File: config.mk
export PLATFORM = sky130hd
export DESIGN_NAME = sys_array_sequencer
export DESIGN_NICKNAME = d
export VERILOG_FILES = /design/src/rtl/sys_array_sequencer.sv
export SDC_FILE = /design/constraint.sdc
export NUM_CORES = 2
export LEC_CHECK = 0
export CAP_MARGIN = 5
export CORE_ASPECT_RATIO = 1.1
export CORE_MARGIN = 2
export CORE_UTILIZATION = 55
export DETAILED_ROUTE_END_ITERATION = 8
export DONT_BUFFER_PORTS = 1
export MAX_ROUTING_LAYER = met4
export PLACE_DENSITY = 0.73
export RECOVER_POWER = 100
export SYNTH_ARGS = -nofsm -noshare
export SYNTH_HDL_FRONTEND = slang
export SYNTH_SLANG_ARGS = --single-unit
File: constraint.sdc
create_clock -name clk -period 11.08 [get_ports clk]
set_clock_uncertainty 0.2 [all_clocks]
set_input_delay 1.662 -clock clk [delete_from_list [all_inputs] [get_ports clk]]
set_output_delay 1.662 -clock clk [all_outputs]
set_load 0.1 [all_outputs]
File: src/rtl/sys_array_sequencer.sv
`default_nettype none
// +--------------------------------------------------------------------+
// | sys_array_sequencer: streams one K-beat tile into NDP_unit, then   |
// | returns out_c over valid/ready. Optional watchdog: SEQ_TIMEOUT_EN. |
// | Rev 1.0                                                            |
// +--------------------------------------------------------------------+
module sys_array_sequencer #(
  parameter int WIDTH      = 16,
  parameter int ARR_HEIGHT = 4,
  parameter int ARR_WIDTH  = 4,
  parameter int SYS_HEIGHT = 1,
  parameter int SYS_WIDTH  = 1,
  parameter int MAX_K      = 16,
  parameter int TIMEOUT    = 1024,
  localparam int AW = SYS_HEIGHT * ARR_HEIGHT * WIDTH,
  localparam int BW = SYS_WIDTH * ARR_WIDTH * WIDTH,
  localparam int CW = SYS_HEIGHT * ARR_HEIGHT * SYS_WIDTH * ARR_WIDTH * WIDTH,
  localparam int KA = $clog2(MAX_K)
) (
  input  logic          clk,
  input  logic          reset,
  input  logic          wr_en,
  input  logic [KA-1:0] wr_addr,
  input  logic [AW-1:0] wr_a,
  input  logic [BW-1:0] wr_b,
  input  logic [KA:0]   k_len,
  input  logic          start,
  output logic          busy,
  output logic          arr_reset,
  output logic [AW-1:0] arr_in_a,
  output logic [BW-1:0] arr_in_b,
  output logic          arr_in_done_flag,
  input  logic          arr_calc_done_flag,
  input  logic [CW-1:0] arr_out_c,
  output logic [CW-1:0] res_c,
  output logic          res_valid,
  input  logic          res_ready,
  output logic          err_timeout
);

  typedef enum logic [2:0] {
    S_IDLE     = 3'd0,
    S_LOAD_RST = 3'd1,
    S_FEED     = 3'd2,
    S_WAIT     = 3'd3,
    S_OUT      = 3'd4
  } state_t;

  localparam logic [KA:0] KMAX = (KA+1)'(MAX_K);

  generate
    if (MAX_K < 2 || (MAX_K & (MAX_K - 1)) != 0 || TIMEOUT < 1) begin : g_bad_params
      $error("sys_array_sequencer: MAX_K must be a power of 2 >= 2 and TIMEOUT >= 1");
    end
  endgenerate

  state_t        state, state_n;
  logic [AW-1:0] buf_a [MAX_K];
  logic [BW-1:0] buf_b [MAX_K];
  logic [KA:0]   k_reg, k_n;
  logic [KA:0]   idx, idx_n;       // index of the next beat to present
  logic [AW-1:0] a_n;
  logic [BW-1:0] b_n;
  logic [CW-1:0] c_n;
  logic          err_n;
  logic          start_ok;
  logic          timeout_hit;

  assign start_ok = start && (k_len != '0) && (k_len <= KMAX);

  always_ff @(posedge clk) begin
    if (wr_en && (state == S_IDLE || state == S_OUT)) begin
      buf_a[wr_addr] <= wr_a;
      buf_b[wr_addr] <= wr_b;
    end
  end

`ifdef SEQ_TIMEOUT_EN
  localparam int TW = $clog2(TIMEOUT + 1);
  logic [TW-1:0] wait_cnt;

  always_ff @(posedge clk) begin
    if (reset || state != S_WAIT) wait_cnt <= '0;
    else                          wait_cnt <= wait_cnt + TW'(1);
  end

  assign timeout_hit = (wait_cnt == TW'(TIMEOUT - 1));
`else
  assign timeout_hit = 1'b0;
`endif

  always_comb begin
    state_n = state;
    k_n     = k_reg;
    idx_n   = idx;
    a_n     = arr_in_a;
    b_n     = arr_in_b;
    c_n     = res_c;
    err_n   = err_timeout;
    case (state)
      S_IDLE: begin
        if (start_ok) begin
          state_n = S_LOAD_RST;
          k_n     = k_len;
          idx_n   = '0;
          err_n   = 1'b0;
        end
      end
      S_LOAD_RST: begin
        state_n = S_FEED;
        a_n     = buf_a[0];
        b_n     = buf_b[0];
        idx_n   = (KA+1)'(1);
      end
      S_FEED: begin
        if (idx == k_reg) begin
          state_n = S_WAIT;
        end else begin
          a_n   = buf_a[idx[KA-1:0]];
          b_n   = buf_b[idx[KA-1:0]];
          idx_n = idx + (KA+1)'(1);
        end
      end
      S_WAIT: begin
        if (arr_calc_done_flag) begin
          c_n     = arr_out_c;
          state_n = S_OUT;
        end else if (timeout_hit) begin
          err_n   = 1'b1;
          state_n = S_IDLE;
        end
      end
      S_OUT: begin
        if (res_ready) state_n = S_IDLE;
      end
      default: state_n = S_IDLE;
    endcase
    // Operand buses idle at zero whenever the array sits in reset
    if (state_n == S_IDLE) begin
      a_n = '0;
      b_n = '0;
    end
  end

  always_ff @(posedge clk) begin
    if (reset) begin
      state            <= S_IDLE;
      k_reg            <= '0;
      idx              <= '0;
      busy             <= 1'b0;
      arr_reset        <= 1'b1;
      arr_in_a         <= '0;
      arr_in_b         <= '0;
      arr_in_done_flag <= 1'b0;
      res_c            <= '0;
      res_valid        <= 1'b0;
      err_timeout      <= 1'b0;
    end else begin
      state            <= state_n;
      k_reg            <= k_n;
      idx              <= idx_n;
      busy             <= (state_n != S_IDLE);
      arr_reset        <= (state_n == S_IDLE) || (state_n == S_LOAD_RST);
      arr_in_a         <= a_n;
      arr_in_b         <= b_n;
      arr_in_done_flag <= (state_n == S_WAIT);
      res_c            <= c_n;
      res_valid        <= (state_n == S_OUT);
      err_timeout      <= err_n;
    end
  end

endmodule
`default_nettype wire

==> key figures <==
Worst setup path
  • Worst-path maximum fanout: 45
  • Number of buffers and inverters on the critical path: 2
  • Flop2flop setup slack: 3340 ps
  • Launch point of the worst reg-to-reg path: state[1]$_SDFF_PP0_
  • Cell count of the worst reg-to-reg path: 5
  • End of the worst register-to-register path: buf_a[12][62]$_DFFE_PP_
  • Critical-path cell list: nor2_1, nand4_1, nor3_4, clkbuf_1, clkbuf_1
  • Largest delay share family, worst path: buffers and inverters
  • Arrival time worst endpoint: 7880 ps
  • Cell occurring most often along the worst timing path: sky130_fd_sc_hd__clkbuf_1
  • Critical Path Slowest Stage Cell: sky130_fd_sc_hd__clkbuf_1
  • Kind of capture point of the worst setup path: register
  • Termination of the worst setup path: buf_a[12][62]$_DFFE_PP_
  • First element of the critical path: state[1]$_SDFF_PP0_
  • Delay contributed by the slowest stage of the critical path: 2800 ps
  • Startpoint class of the critical path: register
  • Required time of the critical path: 11230 ps
  • Number of cells on the critical path: 5
  • Critical path class: register to register

Power and ir drop
  • Switching power of the nets: 4.05 mW
  • Combinational share of power: 0.036
  • Net Sw Frac: 0.215
  • Maximum resistive drop on vdd: 0.158 mV
  • Relative contribution of the clock network to total power: 0.418
  • Leakage component of the power: 30.4 nW
  • Total power per unit cell area: 187 mW/mm^2
  • Total internal power: 14.8 mW
  • Share of total power in sequential cells: 0.546

Synth
  • Synthesized area: 0.0914 sq mm
  • Yosys warnings: 0
  • Cell accounting for the most synthesized area: sky130_fd_sc_hd__edfxtp_1
  • Synthesized net count: 5343
  • Ys flop type: sky130_fd_sc_hd__edfxtp_1
  • Synth Area per Inst: 18.5 sq um
  • Area share of the largest cell type after synthesis: 0.673
  • Gate count of the mapped netlist: 4943
  • Seq/Total Area, Yosys: 0.762
  • Top area cells in the synthesized netlist: sky130_fd_sc_hd__edfxtp_1 (67%), sky130_fd_sc_hd__mux4_2 (12%), sky130_fd_sc_hd__dfxtp_1 (8.9%), sky130_fd_sc_hd__nand2_1 (2.3%), sky130_fd_sc_hd__a21oi_1 (1.9%)
  • Number of unique standard cell types used by synthesis: 50
  • Share of flip-flops with an asynchronous set or reset after synthesis: 0
  • Synthesis-stage register bit count: 2453
  • Number of enable-type register cells in the synthesized netlist: 2048

Clock tree
  • Clock transition at path regs: 70 ps
  • # Post-CTS Setup Buffers: 0
  • Clock root buffer master: sky130_fd_sc_hd__clkbuf_16
  • Number of buffers on the longest clock path: 3
  • Insertion delay of the later-clocked pin in the worst-skew pair: 870 ps
  • Clock Sinks: 2453
  • TritonCTS clock tree: built
  • Count of hold-fix buffers inserted at cts: 0
  • CTS H-Tree Depth: 4
  • Cts repair resizes: 0
  • Inserted Clock Buffers: 226

STA
  • Shortest period the worst path allows: 7740 ps
  • Max Clock Freq: 129 MHz
  • Worst hold slack after final layout: 255 ps
  • Final count of hold timing violations: 0
  • Crit share post-route: 0.698
  • Setup repair after global routing missed its margin: no
  • Worst-margin pin slew: 4440 ps
  • Setup TNS: 0 ps
  • Number of endpoints failing setup at the final stage: 0
  • Slew Viols, Final: 1887
  • Worst relative slew slack: -1.96

GRT
  • Global routing usage summed across all routing layers: 0.322
  • Antenna violations before repair: 22
  • Pin count of the biggest net entering global routing: 274
  • Wire length of the first global-routing pass: 367000 um
  • Vias in the first global route: 48.0k
  • Total global routing overflow: 0

Drt
  • Post-route DRC: 0
  • Vias: 48.9k
  • WL/cell: 35.7 um
  • Detailed-routing iteration count for the pre-antenna-repair pass: 5
  • Total Wirelength: 266000 um
  • Vias/cell: 6.57
  • Initial DRC Count: 5700
  • DRT antenna net count: 0

Floorplan
  • I/O pins: 788
  • Die ar.: 0.169 sq mm
  • Chip Height: 432 um
  • Effective utilization at floorplan: 0.555
  • Std cell rows: 156
  • DIE WIDTH: 393 um
  • Core box area: 0.165 sq mm

Placement
  • Area after detailed placement: 0.0942 sq mm
  • Final GP Congestion: 1.01
  • # placed instances: 6997
  • Detailed Place HPWL: 157000 um
  • I/O Buffers: 0

Cells and area
  • Area delta synth->final: 10.8%
  • Final standard cell area without fillers: 0.101 sq mm
  • Leading cell types in the layout, fill and taps excluded: sky130_fd_sc_hd__edfxtp_1 (2048), sky130_fd_sc_hd__nand2_1 (550), sky130_fd_sc_hd__mux4_2 (500), sky130_fd_sc_hd__dfxtp_1 (402), sky130_fd_sc_hd__a21oi_1 (357)
  • Ratio of cells with drive above 1 in the final layout: 0.183
  • Nets: 5413
  • Largest registers: buf_a: 1024 flops, buf_b: 1024 flops, res_c: 256 flops
  • Post-Route Utilization: 0.615
  • Commonest non-fill, non-tap cell in the layout: sky130_fd_sc_hd__edfxtp_1
  • Number of standard cells in the layout, taps in and fillers out: 7445

Min path
  • Tightest Hold Check Type: register to register

Outcome
  • Result of the run: finished with violations
  • Failing checks: max-capacitance violations, max-slew violations

Flow run
  • Max-capacitance violation count: 109
[worst register-to-register path: stages (launching register included)]
cell and delay, ps:
sky130_fd_sc_hd__dfxtp_1 420, sky130_fd_sc_hd__nor2_1 410, sky130_fd_sc_hd__nand4_1 370, sky130_fd_sc_hd__nor3_4 200, sky130_fd_sc_hd__clkbuf_1 2800, sky130_fd_sc_hd__clkbuf_1 2750
[stage by stage]
stage	power, mW	setup WS (ps)
6_report	18.9	3340
5_1_grt	19.3	3200
4_1_cts	19.0	6590
3_5_place_dp	11.2	5790
3_3_place_gp	11.2	5900
2_1_floorplan	11.0	2830
[Yosys cell counts, types with 3 or more instances]
master,count
sky130_fd_sc_hd__mux4_2,500
sky130_fd_sc_hd__a22o_1,25
sky130_fd_sc_hd__a2111oi_0,9
sky130_fd_sc_hd__a211oi_1,60
sky130_fd_sc_hd__xnor2_1,6
sky130_fd_sc_hd__dfxtp_1,405
sky130_fd_sc_hd__or3_1,40
sky130_fd_sc_hd__edfxtp_1,2048
sky130_fd_sc_hd__or2_2,7
sky130_fd_sc_hd__buf_4,34
sky130_fd_sc_hd__buf_2,103
sky130_fd_sc_hd__a221oi_1,26
sky130_fd_sc_hd__buf_6,18
sky130_fd_sc_hd__nor2_1,118
sky130_fd_sc_hd__nor3_1,76
sky130_fd_sc_hd__clkbuf_1,163
sky130_fd_sc_hd__buf_1,8
sky130_fd_sc_hd__mux2_2,19
sky130_fd_sc_hd__nor2b_1,8
sky130_fd_sc_hd__nand2b_1,15
sky130_fd_sc_hd__nor4_1,4
sky130_fd_sc_hd__mux2i_1,20
sky130_fd_sc_hd__a22oi_1,199
sky130_fd_sc_hd__nand2_1,550
sky130_fd_sc_hd__o22ai_1,87
sky130_fd_sc_hd__a311oi_1,3
sky130_fd_sc_hd__a21oi_1,356
sky130_fd_sc_hd__nand3_1,6
[cell type report]
| cell class | instances | area [sq um] |
|---|---|---|
| Timing Repair Buffer | 168 | 920 |
| Clock buffer | 315 | 6550 |
| Sequential cell | 2453 | 69600 |
| Clock inverter | 113 | 1110 |
| Inverter | 1 | 3.75 |
| Multi-Input combinational cell | 2163 | 20300 |
| Tap cell | 2212 | 2770 |
| Fill cell | 11450 | 63500 |
| Antenna cell | 20 | 50.0 |
[cell families (layout without fill, tap and decap cells)]
logic type      after synthesis  after routing  share of synthesized area
mux                         539            539                      0.128
compound gates              779            779                     0.0540
flops                      2453           2453                      0.762
buf+inv                     327            597                     0.0177
xor+xnor                      6              6                   0.000575
other cells                   1             21                  0.0000410
fa+ha+maj                     1              1                   0.000137
simple gates                837            837                     0.0381
[worst min path at each step]
stage                             from                      end  slack [ps]  cells after the start
4_1_cts        res_c[118]$_SDFFE_PP0P_  res_c[118]$_SDFFE_PP0P_         260                      2
3_3_place_gp   res_c[138]$_SDFFE_PP0P_  res_c[138]$_SDFFE_PP0P_         250                      2
6_report       res_c[118]$_SDFFE_PP0P_  res_c[118]$_SDFFE_PP0P_         260                      2
2_1_floorplan      idx[4]$_SDFFE_PP0N_      idx[4]$_SDFFE_PP0N_         270                      1
5_1_grt        res_c[130]$_SDFFE_PP0P_  res_c[130]$_SDFFE_PP0P_         270                      2
3_5_place_dp   res_c[118]$_SDFFE_PP0P_  res_c[118]$_SDFFE_PP0P_         250                      2
[power groups by stage]
stage	registers (mW)	logic (mW)	clock network [mW]
final	10.3	0.674	7.90
after global routing	10.3	0.712	8.31
after CTS	10.3	0.689	7.97
after detailed placement	10.5	0.685	0
after global placement	10.5	0.678	0
after floorplan	10.5	0.488	0
[per-layer routing]
layer	track usage	wire length (um)	vias up
met4	0.144	13500	0
met2	0.521	133000	2793
met3	0.0890	27400	566
li1	-	-	19986
met5	-	0	-
met1	0.377	91600	25546
(Power assumes the default switching activity.)
